<file path="config.mk">
export PLATFORM = sky130hd
export DESIGN_NAME = game_clock_ctrl
export DESIGN_NICKNAME = d
export VERILOG_FILES = /design/src/rtl/scoreboard_pkg.sv /design/src/rtl/buzzer_timer.sv /design/src/rtl/game_clock_ctrl.sv
export SDC_FILE = /design/constraint.sdc
export NUM_CORES = 1
export LEC_CHECK = 0
export BUFFER_PORTS_ARGS = -buffer_cell sky130_fd_sc_hd__buf_2
export CORE_MARGIN = 4
export CORE_UTILIZATION = 25
export CTS_CLUSTER_DIAMETER = 200
export DETAILED_ROUTE_END_ITERATION = 7
export GPL_TIMING_DRIVEN = 0
export SLEW_MARGIN = 20
export SYNTH_ARGS = -nofsm -noshare
export SYNTH_HDL_FRONTEND = slang
export SYNTH_SLANG_ARGS = --single-unit
</file>
<file path="constraint.sdc">
create_clock -name clk_1Hz -period 3.55 [get_ports clk_1Hz]
set_clock_uncertainty 0.15 [all_clocks]
set_input_delay 0.355 -clock clk_1Hz [delete_from_list [all_inputs] [get_ports clk_1Hz]]
set_output_delay 0.355 -clock clk_1Hz [all_outputs]
set_load 0.005 [all_outputs]
</file>
<file path="src/rtl/scoreboard_pkg.sv">
// rtl/scoreboard_pkg.sv - shared state encoding, widths and helpers for the scoreboard slice
package scoreboard_pkg;

    typedef enum logic [2:0] {
        IDLE    = 3'd0,
        RUNNING = 3'd1,
        PAUSED  = 3'd2,
        BREAK   = 3'd3,
        FINAL   = 3'd4
    } state_e;

    localparam int SHOT_CLOCK_MAX = 24;
    localparam int SHOT_W         = 6;
    localparam int SCORE_W        = 8;
    localparam int VIOL_W         = 4;

    // Violation counters stick at all-ones rather than wrapping.
    function automatic logic [VIOL_W-1:0] sat_inc(input logic [VIOL_W-1:0] v);
        return (&v) ? v : v + 1'b1;
    endfunction

endpackage

</file>
<file path="src/rtl/buzzer_timer.sv">
// rtl/buzzer_timer.sv - reloadable countdown that holds the buzzer on for BUZZ_SEC ticks
module buzzer_timer #(
    parameter int BUZZ_SEC = 3
) (
    input  logic clk_1Hz,
    input  logic rst,
    input  logic load,
    output logic active
);

    logic [2:0] cnt_q, cnt_d;
    logic       active_q;

    always_comb begin
        cnt_d = cnt_q;
        if (load)
            cnt_d = 3'(BUZZ_SEC);
        else if (cnt_q != 3'd0)
            cnt_d = cnt_q - 1'b1;
    end

    // active_q mirrors the post-edge count so the pin is a clean flop output.
    always_ff @(posedge clk_1Hz or posedge rst) begin
        if (rst) begin
            cnt_q    <= 3'd0;
            active_q <= 1'b0;
        end else begin
            cnt_q    <= cnt_d;
            active_q <= (cnt_d != 3'd0);
        end
    end

    assign active = active_q;

endmodule

</file>
<file path="src/rtl/game_clock_ctrl.sv">
// rtl/game_clock_ctrl.sv - game clock, quarter sequencing, shot-clock violations and buzzer
module game_clock_ctrl
    import scoreboard_pkg::*;
#(
    parameter int QUARTER_MIN  = 10,
    parameter int BREAK_SEC    = 15,
    parameter int NUM_QUARTERS = 4,
    parameter int BUZZ_SEC     = 3
) (
    input  logic              clk_1Hz,
    input  logic              rst,
    input  logic              run,
    input  logic [SHOT_W-1:0] shot_clock,
    input  logic              team_a_poss,
    input  logic              team_b_poss,
    output logic [3:0]        game_min,
    output logic [5:0]        game_sec,
    output logic [2:0]        quarter,
    output logic [VIOL_W-1:0] viol_a,
    output logic [VIOL_W-1:0] viol_b,
    output logic              buzzer,
    output logic              game_over
);

    state_e            state_q;
    logic [3:0]        game_min_q;
    logic [5:0]        game_sec_q;
    logic [2:0]        quarter_q;
    logic [VIOL_W-1:0] viol_a_q, viol_b_q;
    logic [SHOT_W-1:0] shot_prev_q;
    logic [5:0]        brk_cnt_q;
    logic              game_over_q;

    logic running, violation, quarter_end, buzz_load;

    assign running     = (state_q == RUNNING);
    assign violation   = running && (shot_clock == '0) && (shot_prev_q != '0);
    // The decrement from 00:01 is the only way time reaches 00:00.
    assign quarter_end = running && run && (game_min_q == 4'd0) && (game_sec_q == 6'd1);
    assign buzz_load   = violation | quarter_end;

    always_ff @(posedge clk_1Hz or posedge rst) begin
        if (rst) begin
            state_q     <= IDLE;
            game_min_q  <= 4'(QUARTER_MIN);
            game_sec_q  <= 6'd0;
            quarter_q   <= 3'd1;
            viol_a_q    <= '0;
            viol_b_q    <= '0;
            shot_prev_q <= SHOT_W'(SHOT_CLOCK_MAX);
            brk_cnt_q   <= 6'd0;
            game_over_q <= 1'b0;
        end else begin
            shot_prev_q <= shot_clock;
            if (violation) begin
                if (team_a_poss)
                    viol_a_q <= sat_inc(viol_a_q);
                else if (team_b_poss)
                    viol_b_q <= sat_inc(viol_b_q);
            end
            case (state_q)
                IDLE: if (run) state_q <= RUNNING;
                RUNNING: begin
                    if (!run) begin
                        state_q <= PAUSED;
                    end else begin
                        if (game_sec_q == 6'd0) begin
                            game_sec_q <= 6'd59;
                            game_min_q <= game_min_q - 1'b1;
                        end else begin
                            game_sec_q <= game_sec_q - 1'b1;
                        end
                        if (quarter_end) begin
                            if (quarter_q < 3'(NUM_QUARTERS)) begin
                                state_q   <= BREAK;
                                brk_cnt_q <= 6'(BREAK_SEC);
                            end else begin
                                state_q     <= FINAL;
                                game_over_q <= 1'b1;
                            end
                        end
                    end
                end
                PAUSED: if (run) state_q <= RUNNING;
                BREAK: begin
                    brk_cnt_q <= brk_cnt_q - 1'b1;
                    if (brk_cnt_q == 6'd1) begin
                        quarter_q  <= quarter_q + 1'b1;
                        game_min_q <= 4'(QUARTER_MIN);
                        game_sec_q <= 6'd0;
                        state_q    <= IDLE;
                    end
                end
                FINAL: game_over_q <= 1'b1;
                default: state_q <= IDLE;
            endcase
        end
    end

    buzzer_timer #(
        .BUZZ_SEC(BUZZ_SEC)
    ) u_buzzer_timer (
        .clk_1Hz(clk_1Hz),
        .rst    (rst),
        .load   (buzz_load),
        .active (buzzer)
    );

    assign game_min  = game_min_q;
    assign game_sec  = game_sec_q;
    assign quarter   = quarter_q;
    assign viol_a    = viol_a_q;
    assign viol_b    = viol_b_q;
    assign game_over = game_over_q;

endmodule
</file>
==> reports/qor_table.md, run 1 <==
| Group | Result | This run |
|:---|:---|:---|
| clock network | Number of sinks on the clock net | 41 |
| die | Die Wd | 100 µm |
| grt | Maximum number of pins on one net before global-route repair | 24 |
| die | Cell row count | 33 |
| worst hold path | Min-Delay Path Class | in2reg |
| worst setup path | Data arrival time of the critical path | 2.25 ns |
| timing | Worst Tran Pin Value | 0.699 ns |
| synth | Post-synth top cells | sky130_fd_sc_hd__dfrtp_1 (36), sky130_fd_sc_hd__inv_1 (19), sky130_fd_sc_hd__nand2_1 (15), sky130_fd_sc_hd__ha_1 (13), sky130_fd_sc_hd__nor2_1 (13) |
| power and ir drop | Switching power as a share of total power | 0.387 |
| placement | Routability-driven placement congestion ratio | 0.798 |
| synth | Post-synthesis cell type with the largest combined area | sky130_fd_sc_hd__dfrtp_1 |
| die | Starting density of the core | 0.258 |
| power and ir drop | Leakage power | 1.20 nW |
| die | Die H | 100 µm |
| routing | Avg Vias per Cell | 4.62 |
| worst setup path | Category of the critical setup timing path | reg2reg |
| synth | Ys Warns | 0 |
| clock network | Num CTS Buffers | 5 |
| run status | Status | finished clean |
| timing | Total setup violations reported at the end of the flow | 0 |
| finish | Count of filler cells inserted in the layout | 871 |
| clock network | Post-CTS clock slew at the launch and capture registers of the worst setup and hold paths | 0.08 ns |
| placement | Dpl hpwl | 3.36 mm |
| timing | Sum of negative setup slack | 0 ns |
| grt | Global-route congestion overflow total | 0 |
| timing | Endpoints failing hold | 0 |
| clock network | H-tree depth | 2 |
| clock network | Clock Latency Late Sink | 0.29 ns |
| clock network | Gates resized, CTS repair | 0 |
| synth | Portion of synthesized cell area occupied by the leading cell type | 0.423 |
| timing | Tmin final | 2.23 ns |
| synth | Cell count after synthesis | 206 |
| clock network | Longest Clk Path Bufs | 2 |
| synth | Cell variety after synth | 46 |
| die | Ports | 34 |
| synth | Dominant cell by count in the synthesized netlist | sky130_fd_sc_hd__dfrtp_1 |
| worst setup path | Worst endpoint required time | 3.57 ns |
| worst setup path | Nature of the critical path endpoint | register |
| timing | Max frequency | 448 MHz |
| worst setup path | Top fanout value on the critical path | 4 |
| finish | Growth of design area from synthesis to finish | 19.1% |
| timing | Post-route worst hold slack | 0.0264 ns |
| timing | Slew HR | 0.530 |
| synth | Primary flip-flop cell chosen by synthesis mapping | sky130_fd_sc_hd__dfrtp_1 |
| synth | Post-synthesis sequential area ratio | 0.485 |
| routing | Mean routed wirelength per cell | 12.3 µm |
| die | Die area | 0.0101 mm² |
| synth | Top post-synthesis cells by area | sky130_fd_sc_hd__dfrtp_1 (42%), sky130_fd_sc_hd__ha_1 (7.6%), sky130_fd_sc_hd__dfstp_2 (6.2%) |
| timing | Share of the clock period used by the worst path | 0.628 |
| die | Core ar. | 0.00826 mm² |
| routing | First-pass DRT Iterations | 4 |
| grt | Number of antenna violations at the first check in global routing | 0 |
| power and ir drop | Part of the power in combinational logic | 0.386 |
| routing | Vias post-DR | 1634 |
| routing | Violation count after the first detailed-routing iteration | 51 |
| power and ir drop | Portion of total power attributed to sequential cells | 0.442 |
| routing | Post-detailed-routing wire length | 4.37 mm |
| routing | Post-DRT Antenna Nets | 0 |
| synth | Post-synthesis cell area | 0.00213 mm² |
| grt | Global-route wire length before repair | 7.57 mm |
| clock network | Clock tree from TritonCTS | done |
| grt | Overall fraction of global-route tracks in use | 0.0930 |
| finish | Diode insertion count for antenna repair | 0 |
| job | Number of violations of the max-capacitance limit | 0 |
| power and ir drop | Worst IR drop on VDD | 229 µV |
| timing | Setup repair after global routing missed its margin | false |
| synth | Post-Synthesis Net Count | 230 |
| placement | Number of buffer cells added on primary ports | 33 |
| synth | Async SR Flop Fraction | 1.00 |
| synth | Number of flops mapped to enable cells by yosys | 0 |
| clock network | Clock Tree Root | sky130_fd_sc_hd__clkbuf_8 |
| finish | Ratio of cells with drive above 1 in the final layout | 0.237 |
| finish | Post-layout nets | 272 |
| routing | DRC | 0 |
| synth | Synthesized flop and latch total | 41 |
| grt | Via count of the first global-routing pass | 1624 |
| power and ir drop | Pwr/cell area | 678 mW/mm² |
| timing | Final Max Slew Viols | 0 |
| power and ir drop | Switching pwr | 665 µW |
| power and ir drop | Clock network fraction of total power | 0.172 |
| worst setup path | Element type at the critical path start | register |
| synth | Post-synthesis average cell area | 10.3 µm² |
| power and ir drop | Internal power contribution | 1.05 mW |
-- routing by layer --
layer	wire, µm	GRT usage
met5	0	0
met4	0	0.0218
met3	251	0.0292
met2	2150	0.156
met1	1970	0.117
-- flip-flops by register name (all words and copies together) (netlist names) --
name / count
game_min: 4
viol_a: 4
u_buzzer_timer.cnt_q: 3
brk_cnt_q: 6
game_sec: 6
viol_b: 4
state_q: 3
quarter: 3
u_buzzer_timer.active: 1
shot_prev_q: 6
game_over: 1
-- final timing paths --
path | slack, ns | depth (start not counted) | startpoint | to
setup / recovery | 1.32 | 6 | game_sec[1] | brk_cnt_q[5]
hold / removal | 0.03 | 1 | shot_clock[4] | shot_prev_q[4]
setup reg to reg | 1.32 | 6 | game_sec[1] | brk_cnt_q[5]
hold reg to reg | 0.33 | 1 | game_over | game_over
max in group asynchronous | 2.24 | 4 | rst | game_min[1]
min in group asynchronous | 0.46 | 3 | rst | state_q[0]
-- logic make-up (layout without fill, tap and decap cells) --
family                   Yosys count  after routing  share of synthesized area
XOR/XNOR                           9              9                     0.0370
flip-flops                        41             41                      0.485
buffers and inverters             23             66                     0.0423
AND/OR/NAND/NOR                   74             74                      0.189
adder cells (fa/ha/maj)           13             13                     0.0764
multiplexers                       9              9                     0.0452
AO/OA/AOI/OAI                     37             37                      0.125
-- timing repair --
item,in CTS,in global routing
hold endpoints to repair,16,0
hold buffers,1,0
setup buffers,0,0
-- per-stage QoR --
| stage | utilization | power (mW) | instance area [µm²] | cells | setup slack [ns] |
|---|---|---|---|---|---|
| 6_report | 0.307 | 1.72 | 2540 | 354 | 1.32 |
| 3_5_place_dp | 0.296 | 1.44 | 2450 | 345 | 1.33 |
| 4_1_cts | 0.307 | 1.75 | 2540 | 354 | 1.34 |
| 2_1_floorplan | - | 1.22 | 2130 | 206 | 1.69 |
| 3_3_place_gp | 0.294 | 1.41 | 2430 | 344 | 1.37 |
| 5_1_grt | 0.307 | 1.88 | 2540 | 354 | 1.16 |
-- critical path, cell delays in order, from the launching register on --
cell and delay, ns:
sky130_fd_sc_hd__dfrtp_1 0.41, sky130_fd_sc_hd__inv_1 0.13, sky130_fd_sc_hd__ha_1 0.17, sky130_fd_sc_hd__nor4bb_1 0.59, sky130_fd_sc_hd__a41oi_1 0.31, sky130_fd_sc_hd__nor2_1 0.26
sky130_fd_sc_hd__o2bb2ai_1 0.09
-- power by group through the flow --
| stage | registers [mW] | clock network, mW | logic [mW] |
|---|---|---|---|
| finish | 0.760 | 0.295 | 0.663 |
| global route | 0.787 | 0.328 | 0.766 |
| CTS | 0.761 | 0.311 | 0.674 |
| detailed placement | 0.769 | 0 | 0.670 |
| global placement | 0.765 | 0 | 0.647 |
| floorplan | 0.748 | 0 | 0.474 |
-- layout make-up --
cell class,instances,area [µm²],area share
plain buffers,4,18.8,0.00740
clock buffers,8,80.1,0.0316
inverters,19,71.3,0.0281
multi-input cells,142,1010,0.397
flip-flops and latches,41,1030,0.407
well taps,105,131,0.0518
repair buffers,35,195,0.0770
-- cells in the final DEF (no fill, tap or decap), types with 2 or more instances in the layout --
master	instances
sky130_fd_sc_hd__a21oi_1	7
sky130_fd_sc_hd__a31oi_1	4
sky130_fd_sc_hd__buf_2	36
sky130_fd_sc_hd__clkbuf_1	4
sky130_fd_sc_hd__clkbuf_8	5
sky130_fd_sc_hd__dfrtp_1	36
sky130_fd_sc_hd__dfstp_2	5
sky130_fd_sc_hd__ha_1	13
sky130_fd_sc_hd__inv_1	18
sky130_fd_sc_hd__mux2_2	5
sky130_fd_sc_hd__mux2i_1	4
sky130_fd_sc_hd__nand2_1	15
sky130_fd_sc_hd__nand2b_1	4
sky130_fd_sc_hd__nand3_1	12
sky130_fd_sc_hd__nand3b_1	2
sky130_fd_sc_hd__nand4_1	2
sky130_fd_sc_hd__nor2_1	13
sky130_fd_sc_hd__nor2b_1	3
sky130_fd_sc_hd__nor3_1	5
sky130_fd_sc_hd__nor4_1	6
sky130_fd_sc_hd__o211a_1	2
sky130_fd_sc_hd__o21a_1	3
sky130_fd_sc_hd__o21ai_0	8
sky130_fd_sc_hd__o2bb2ai_1	2
sky130_fd_sc_hd__or2_2	2
sky130_fd_sc_hd__or4_1	2
sky130_fd_sc_hd__xnor2_1	2
sky130_fd_sc_hd__xor2_1	7
Power figures use the tool's default switching activity.
==> run 2: changes to the inputs <==
- ABC_AREA: not set -> 1
- clock period: 3.55 -> 2.1 ns (I/O delays scaled with it)
==> run 2 against run 1 <==
Effect of this change:
- register-to-register slack got worse by 0.95 ns
- worst hold slack improved by 0.11 ns
- first-iteration DRC count is 110% higher
- critical path depth grew 3
- sequential share of layout area fell by 5.0 points
- cell count up 23%
- fmax rose by 29%
- via count increased by 15%
- worst setup slack got worse by 0.95 ns
- largest cell class is now multi-input combinational cells
- largest power group is now combinational logic
- highest routed layer is now met4
==> reports/qor_table.md, run 2 <==
| Group | Result | This run |
|:---|:---|:---|
| timing | Tmin final | 1.74 ns |
| power and ir drop | Clock network fraction of total power | 0.212 |
| clock network | Clock tree from TritonCTS | done |
| synth | Cell count after synthesis | 274 |
| placement | Area after detailed placement | 0.00269 mm² |
| clock network | Clock Tree Root | sky130_fd_sc_hd__clkbuf_8 |
| power and ir drop | Leakage power | 1.48 nW |
| grt | Global-route wire length before repair | 8.67 mm |
| clock network | H-tree depth | 2 |
| finish | Design area | 0.00289 mm² |
| worst setup path | Worst R2R Setup Slack | 0.36 ns |
| worst setup path | Category of the critical setup timing path | reg2reg |
| power and ir drop | Pwr/cell area | 1280 mW/mm² |
| power and ir drop | Internal power contribution | 2.18 mW |
| power and ir drop | Switching power as a share of total power | 0.411 |
| die | Core ar. | 0.00920 mm² |
| grt | Met3 Usage GRT | 0.0278 |
| placement | Post-placement cell count | 419 |
| routing | DRC | 0 |
| timing | Worst Tran Pin Value | 0.346 ns |
| finish | Ratio of cells with drive above 1 in the final layout | 0.241 |
| worst setup path | Nature of the critical path endpoint | register |
| synth | Number of flops mapped to enable cells by yosys | 0 |
| synth | Synth Area in Adders | 0.0689 |
| grt | Maximum number of pins on one net before global-route repair | 28 |
| routing | Post-DRT Antenna Nets | 0 |
| clock network | Post-CTS clock slew at the launch and capture registers of the worst setup and hold paths | 0.09 ns |
| grt | M1 GR Usage | 0.123 |
| placement | Routability-driven placement congestion ratio | 0.720 |
| synth | Top post-synthesis cells by area | sky130_fd_sc_hd__dfrtp_1 (38%), sky130_fd_sc_hd__nand2_1 (11%), sky130_fd_sc_hd__ha_1 (6.9%) |
| grt | Number of antenna violations at the first check in global routing | 0 |
| finish | Post-Layout Cell Count | 434 |
| power and ir drop | Portion of total power attributed to sequential cells | 0.339 |
| grt | Global-route congestion overflow total | 0 |
| worst hold path | Min-Delay Path Class | in2reg |
| die | Die H | 105 µm |
| synth | Dominant cell by count in the synthesized netlist | sky130_fd_sc_hd__nand2_1 |
| routing | Mean routed wirelength per cell | 11.2 µm |
| worst setup path | Top fanout value on the critical path | 4 |
| clock network | Number of sinks on the clock net | 41 |
| power and ir drop | Worst IR drop on VDD | 512 µV |
| power and ir drop | Switching pwr | 1.52 mW |
| job | Number of violations of the max-capacitance limit | 0 |
| synth | Synthesized flop and latch total | 41 |
| finish | Most common cell after layout, fill and taps aside | sky130_fd_sc_hd__nand2_1 |
| timing | Total setup violations reported at the end of the flow | 0 |
| die | Die area | 0.0111 mm² |
| worst setup path | Worst endpoint required time | 2.13 ns |
| synth | Main combinational cell family by area after synthesis | simple AND/OR/NAND/NOR gates |
| clock network | Num CTS Buffers | 5 |
| worst setup path | Element type at the critical path start | register |
| timing | Max frequency | 576 MHz |
| finish | Growth of design area from synthesis to finish | 22.5% |
| synth | Post-synth top cells | sky130_fd_sc_hd__nand2_1 (70), sky130_fd_sc_hd__dfrtp_1 (36), sky130_fd_sc_hd__inv_1 (32), sky130_fd_sc_hd__nand3_1 (28), sky130_fd_sc_hd__nor2_1 (22) |
| routing | First-pass DRT Iterations | 4 |
| die | Ports | 34 |
| die | Starting density of the core | 0.257 |
| timing | Post-route worst hold slack | 0.141 ns |
| placement | Number of buffer cells added on primary ports | 33 |
| synth | Async SR Flop Fraction | 1.00 |
| timing | Final Max Slew Viols | 0 |
| die | Die Wd | 105 µm |
| timing | Sum of negative setup slack | 0 ns |
| timing | Slew HR | 0.769 |
| synth | Portion of synthesized cell area occupied by the leading cell type | 0.382 |
| synth | Compound-gate portion of the synthesized area | 0.0790 |
| synth | Post-synthesis average cell area | 8.62 µm² |
| synth | Multiplexer share of the synthesized area | 0 |
| synth | Cell variety after synth | 32 |
| routing | Violation count after the first detailed-routing iteration | 109 |
| finish | Top library cells by usage in the layout, fill and taps aside | sky130_fd_sc_hd__nand2_1 (70), sky130_fd_sc_hd__dfrtp_1 (36), sky130_fd_sc_hd__buf_2 (33) |
| grt | Via count of the first global-routing pass | 1905 |
| routing | Avg Vias per Cell | 4.31 |
| finish | Diode insertion count for antenna repair | 0 |
| run status | Status | finished clean |
| synth | Synthesized-area fraction occupied by and/or/nand/nor cells | 0.313 |
| synth | Post-synthesis sequential area ratio | 0.437 |
| synth | Synth Area in XOR/XNOR | 0.0334 |
| clock network | Longest Clk Path Bufs | 2 |
| die | Cell row count | 35 |
| timing | Setup repair after global routing missed its margin | false |
| synth | Post-Synthesis Net Count | 298 |
| power and ir drop | Part of the power in combinational logic | 0.449 |
| grt | GR Util met2 | 0.153 |
| grt | Overall fraction of global-route tracks in use | 0.0940 |
| grt | Most crowded layer after global routing | met2 |
| clock network | Clock Latency Late Sink | 0.29 ns |
| synth | Ys Warns | 0 |
| routing | Post-detailed-routing wire length | 4.86 mm |
| synth | Post-synthesis cell area | 0.00236 mm² |
| worst setup path | Data arrival time of the critical path | 1.76 ns |
| timing | Endpoints failing hold | 0 |
| finish | Post-layout nets | 346 |
| finish | Count of filler cells inserted in the layout | 959 |
| placement | Dpl hpwl | 3.59 mm |
| synth | Post-synthesis cell type with the largest combined area | sky130_fd_sc_hd__dfrtp_1 |
| synth | Primary flip-flop cell chosen by synthesis mapping | sky130_fd_sc_hd__dfrtp_1 |
| routing | Vias post-DR | 1871 |
| timing | Share of the clock period used by the worst path | 0.826 |
-- run 2: cell types whose count changed after synthesis, moves of 6 or more --
cell	previous run	this run
sky130_fd_sc_hd__nand2_1	15	70
sky130_fd_sc_hd__nand3_1	12	28
sky130_fd_sc_hd__inv_1	19	32
sky130_fd_sc_hd__nor2_1	13	22
sky130_fd_sc_hd__o21ai_1	0	7
sky130_fd_sc_hd__nor4_1	6	0
-- run 2: through the flow --
step	util	setup slack, ns	power, mW
after floorplan	-	0.475	2.52
after global placement	0.290	0.113	2.88
after detailed placement	0.292	0.375	2.93
after CTS	0.315	0.350	3.75
after global routing	0.315	0.253	4.04
final	0.315	0.365	3.70
-- run 2: cell families (layout without fill, tap and decap cells) --
kind of cell	after synthesis	after routing
compound gates	26	26
xor+xnor	9	9
fa+ha+maj	13	13
buf+inv	38	87
flops	41	41
simple gates	147	147
-- run 2: timing repair --
item | in CTS | in global routing
endpoints found under the hold margin | 18 | 0
gates resized for setup | 0 | 0
hold buffers | 7 | 0
buffers inserted | 0 | 0
-- run 2: critical path, stage by stage (launching register included) --
cell and delay, ns:
sky130_fd_sc_hd__dfstp_2 0.56, sky130_fd_sc_hd__inv_1 0.06, sky130_fd_sc_hd__ha_1 0.18, sky130_fd_sc_hd__nand2_1 0.06, sky130_fd_sc_hd__inv_1 0.04, sky130_fd_sc_hd__nand2_1 0.07, sky130_fd_sc_hd__nor2_1 0.06, sky130_fd_sc_hd__nand2_4 0.09
sky130_fd_sc_hd__nand2_1 0.07, sky130_fd_sc_hd__or2_2 0.28
-- run 2: power groups by stage --
stage	Combinational, mW	Sequential, mW	Clock (mW)
final	1.66	1.25	0.785
after global routing	1.92	1.29	0.833
after CTS	1.69	1.26	0.811
after detailed placement	1.67	1.27	0
after global placement	1.62	1.26	0
after floorplan	1.28	1.24	0
-- run 2: path summary, 6_finish.rpt --
check | from | end | depth (start not counted)
min in group asynchronous | rst | viol_b[1] | 3
setup reg to reg | game_min[1] | u_buzzer_timer.cnt_q[1] | 9
hold / removal | run | state_q[1] | 4
hold reg to reg | game_over | game_over | 1
setup / recovery | game_min[1] | u_buzzer_timer.cnt_q[1] | 9
max in group asynchronous | rst | quarter[0] | 4
-- run 2: cell type report --
class | instances | area [µm²] | share of cell area
clock buffer | 5 | 68.8 | 0.0238
inverter | 37 | 141 | 0.0489
tap | 111 | 139 | 0.0480
clock inverter | 3 | 68.8 | 0.0238
buffer | 1 | 20.0 | 0.00692
timing repair buffer | 41 | 255 | 0.0882
sequential | 41 | 1030 | 0.357
multi-input combinational | 195 | 1170 | 0.404
-- run 2: layer usage --
| metal | vias to the layer above | routed length [µm] |
|---|---|---|
| li1 | 969 | - |
| met1 | 867 | 2380 |
| met2 | 33 | 2230 |
| met3 | 2 | 222 |
| met4 | 0 | 26 |
| met5 | - | 0 |
==> run 3: changes to the inputs <==
- clock period: 2.1 -> 1.8 ns (I/O delays scaled with it)
==> run 3 against run 2 <==
Effect of this change:
- critical path depth unchanged
- worst setup slack lost 0.27 ns
- core utilization up 0.11 points
- sequential power up 18%
- die area stayed put
- global-route usage unchanged
- cell count stayed put
- design area is 0.35% higher
- largest cell class unchanged
- clock power grew 17%
==> reports/qor_table.md, run 3 (synthesis gave the netlist of run 2 again) <==
| Group | Result | This run |
|:---|:---|:---|
| power and ir drop | Clock network fraction of total power | 0.211 |
| finish | Ratio of cells with drive above 1 in the final layout | 0.260 |
| die | Die H | 105 µm |
| routing | Avg Vias per Cell | 4.30 |
| grt | Global-route wire length before repair | 8.67 mm |
| job | Number of violations of the max-capacitance limit | 0 |
| timing | Slew HR | 0.769 |
| routing | Mean routed wirelength per cell | 11.2 µm |
| finish | Footprint of the multi-input gates | 0.00118 mm² |
| routing | Vias post-DR | 1868 |
| routing | DRC | 0 |
| die | Starting density of the core | 0.257 |
| timing | Share of the clock period used by the worst path | 0.947 |
| grt | Maximum number of pins on one net before global-route repair | 28 |
| power and ir drop | Part of the power in combinational logic | 0.451 |
| power and ir drop | Switching pwr | 1.79 mW |
| placement | Worst slack after detailed placement | 0.0751 ns |
| grt | Global-route congestion overflow total | 0 |
| timing | Worst Tran Pin Value | 0.346 ns |
| worst hold path | Min-Delay Path Class | in2reg |
| routing | First-pass DRT Iterations | 4 |
| power and ir drop | Pwr/cell area | 1490 mW/mm² |
| timing | Tmin final | 1.70 ns |
| die | Die Wd | 105 µm |
| timing | Total setup violations reported at the end of the flow | 0 |
| finish | Post-Layout Cell Count | 434 |
| clock network | Longest Clk Path Bufs | 2 |
| clock network | Clock tree from TritonCTS | done |
| timing | Sum of negative setup slack | 0 ns |
| power and ir drop | Tot Pwr | 4.34 mW |
| clock network | Num CTS Buffers | 5 |
| finish | Most common cell after layout, fill and taps aside | sky130_fd_sc_hd__nand2_1 |
| routing | Post-detailed-routing wire length | 4.86 mm |
| finish | Diode insertion count for antenna repair | 0 |
| die | Ports | 34 |
| grt | Via count of the first global-routing pass | 1905 |
| timing | Post-route worst hold slack | 0.111 ns |
| run status | Status | finished clean |
| placement | Number of buffer cells added on primary ports | 33 |
| clock network | Post-CTS clock slew at the launch and capture registers of the worst setup and hold paths | 0.09 ns |
| finish | Register area | 0.00103 mm² |
| worst setup path | Nature of the critical path endpoint | register |
| placement | Routability-driven placement congestion ratio | 0.720 |
| power and ir drop | Worst IR drop on VDD | 598 µV |
| worst setup path | Top fanout value on the critical path | 4 |
| timing | Endpoints failing hold | 0 |
| timing | Final Max Slew Viols | 0 |
| die | Core ar. | 0.00920 mm² |
| timing | Max frequency | 587 MHz |
| power and ir drop | Portion of total power attributed to sequential cells | 0.338 |
| routing | Post-DRT Antenna Nets | 0 |
| worst setup path | Worst endpoint required time | 1.83 ns |
| die | Cell row count | 35 |
| worst setup path | Element type at the critical path start | register |
| finish | Count of filler cells inserted in the layout | 958 |
| power and ir drop | Switching power as a share of total power | 0.413 |
| routing | Violation count after the first detailed-routing iteration | 102 |
| placement | Post-placement cell count | 419 |
| timing | Worst Slack Setup Final | 0.0953 ns |
| worst setup path | Data arrival time of the critical path | 1.73 ns |
| clock network | H-tree depth | 2 |
| finish | Design area | 0.00290 mm² |
| grt | Overall fraction of global-route tracks in use | 0.0940 |
| placement | Dpl hpwl | 3.59 mm |
| timing | Setup repair after global routing missed its margin | false |
| finish | Growth of design area from synthesis to finish | 22.9% |
| placement | Area after detailed placement | 0.00269 mm² |
| finish | Post-layout nets | 346 |
| clock network | Clock Tree Root | sky130_fd_sc_hd__clkbuf_8 |
| finish | Final Core Density | 0.316 |
| finish | Top library cells by usage in the layout, fill and taps aside | sky130_fd_sc_hd__nand2_1 (68), sky130_fd_sc_hd__dfrtp_1 (36), sky130_fd_sc_hd__buf_2 (33) |
| grt | Number of antenna violations at the first check in global routing | 0 |
| power and ir drop | Internal power contribution | 2.55 mW |
| die | Die area | 0.0111 mm² |
| worst setup path | Category of the critical setup timing path | reg2reg |
| power and ir drop | Leakage power | 1.47 nW |
| clock network | Number of sinks on the clock net | 41 |
| clock network | Clock Latency Late Sink | 0.29 ns |
-- run 3: power by group through the flow --
stage          sequential, mW  clock, mW  combinational, mW
2_1_floorplan            1.44          0               1.49
3_3_place_gp             1.47          0               1.89
3_5_place_dp             1.48          0               1.94
4_1_cts                  1.46      0.946               1.97
5_1_grt                  1.51      0.972               2.26
6_report                 1.47      0.915               1.96
-- run 3: path summary, 6_finish.rpt --
| kind | from | endpoint | slack (ns) | cells after the start |
|---|---|---|---|---|
| worst max-delay path | game_min[1] | u_buzzer_timer.cnt_q[1] | 0.1 | 9 |
| worst min-delay path | run | state_q[1] | 0.11 | 4 |
| max in group asynchronous | rst | quarter[0] | 0.72 | 4 |
| worst min register to register | game_over | game_over | 0.31 | 1 |
| min in group asynchronous | rst | viol_b[1] | 0.24 | 3 |
| worst max register to register | game_min[1] | u_buzzer_timer.cnt_q[1] | 0.1 | 9 |
-- run 3: worst max-delay path: stages (launching register included) --
cell	delay (ns)
sky130_fd_sc_hd__dfstp_2	0.57
sky130_fd_sc_hd__inv_2	0.05
sky130_fd_sc_hd__ha_1	0.17
sky130_fd_sc_hd__nand2_1	0.06
sky130_fd_sc_hd__inv_1	0.04
sky130_fd_sc_hd__nand2_2	0.06
sky130_fd_sc_hd__nor2_2	0.05
sky130_fd_sc_hd__nand2_4	0.10
sky130_fd_sc_hd__nand2_2	0.06
sky130_fd_sc_hd__or2_2	0.27
-- run 3: area by class of cell --
cell class / count / area share
clock inverters: 3 / 0.0237
plain buffers: 1 / 0.00690
flip-flops and latches: 41 / 0.356
well taps: 111 / 0.0478
multi-input cells: 195 / 0.406
clock buffers: 5 / 0.0237
inverters: 37 / 0.0487
repair buffers: 41 / 0.0879
-- run 3: layer usage --
| layer | routed length [µm] | part of all wire | up-vias | GRT usage |
|---|---|---|---|---|
| li1 | - | - | 970 | - |
| met1 | 2360 | 0.49 | 867 | 0.123 |
| met2 | 2250 | 0.46 | 29 | 0.153 |
| met3 | 219 | 0.045 | 2 | 0.0278 |
| met4 | 26 | 0.0054 | 0 | 0.0206 |
| met5 | 0 | 0 | - | 0 |
-- run 3: timing repair --
item / CTS / global route
resized for setup: 0 / 6
setup endpoints to repair: 0 / 7
hold endpoints to repair: 20 / 0
hold buffers: 7 / 0
buffers inserted: 0 / 0
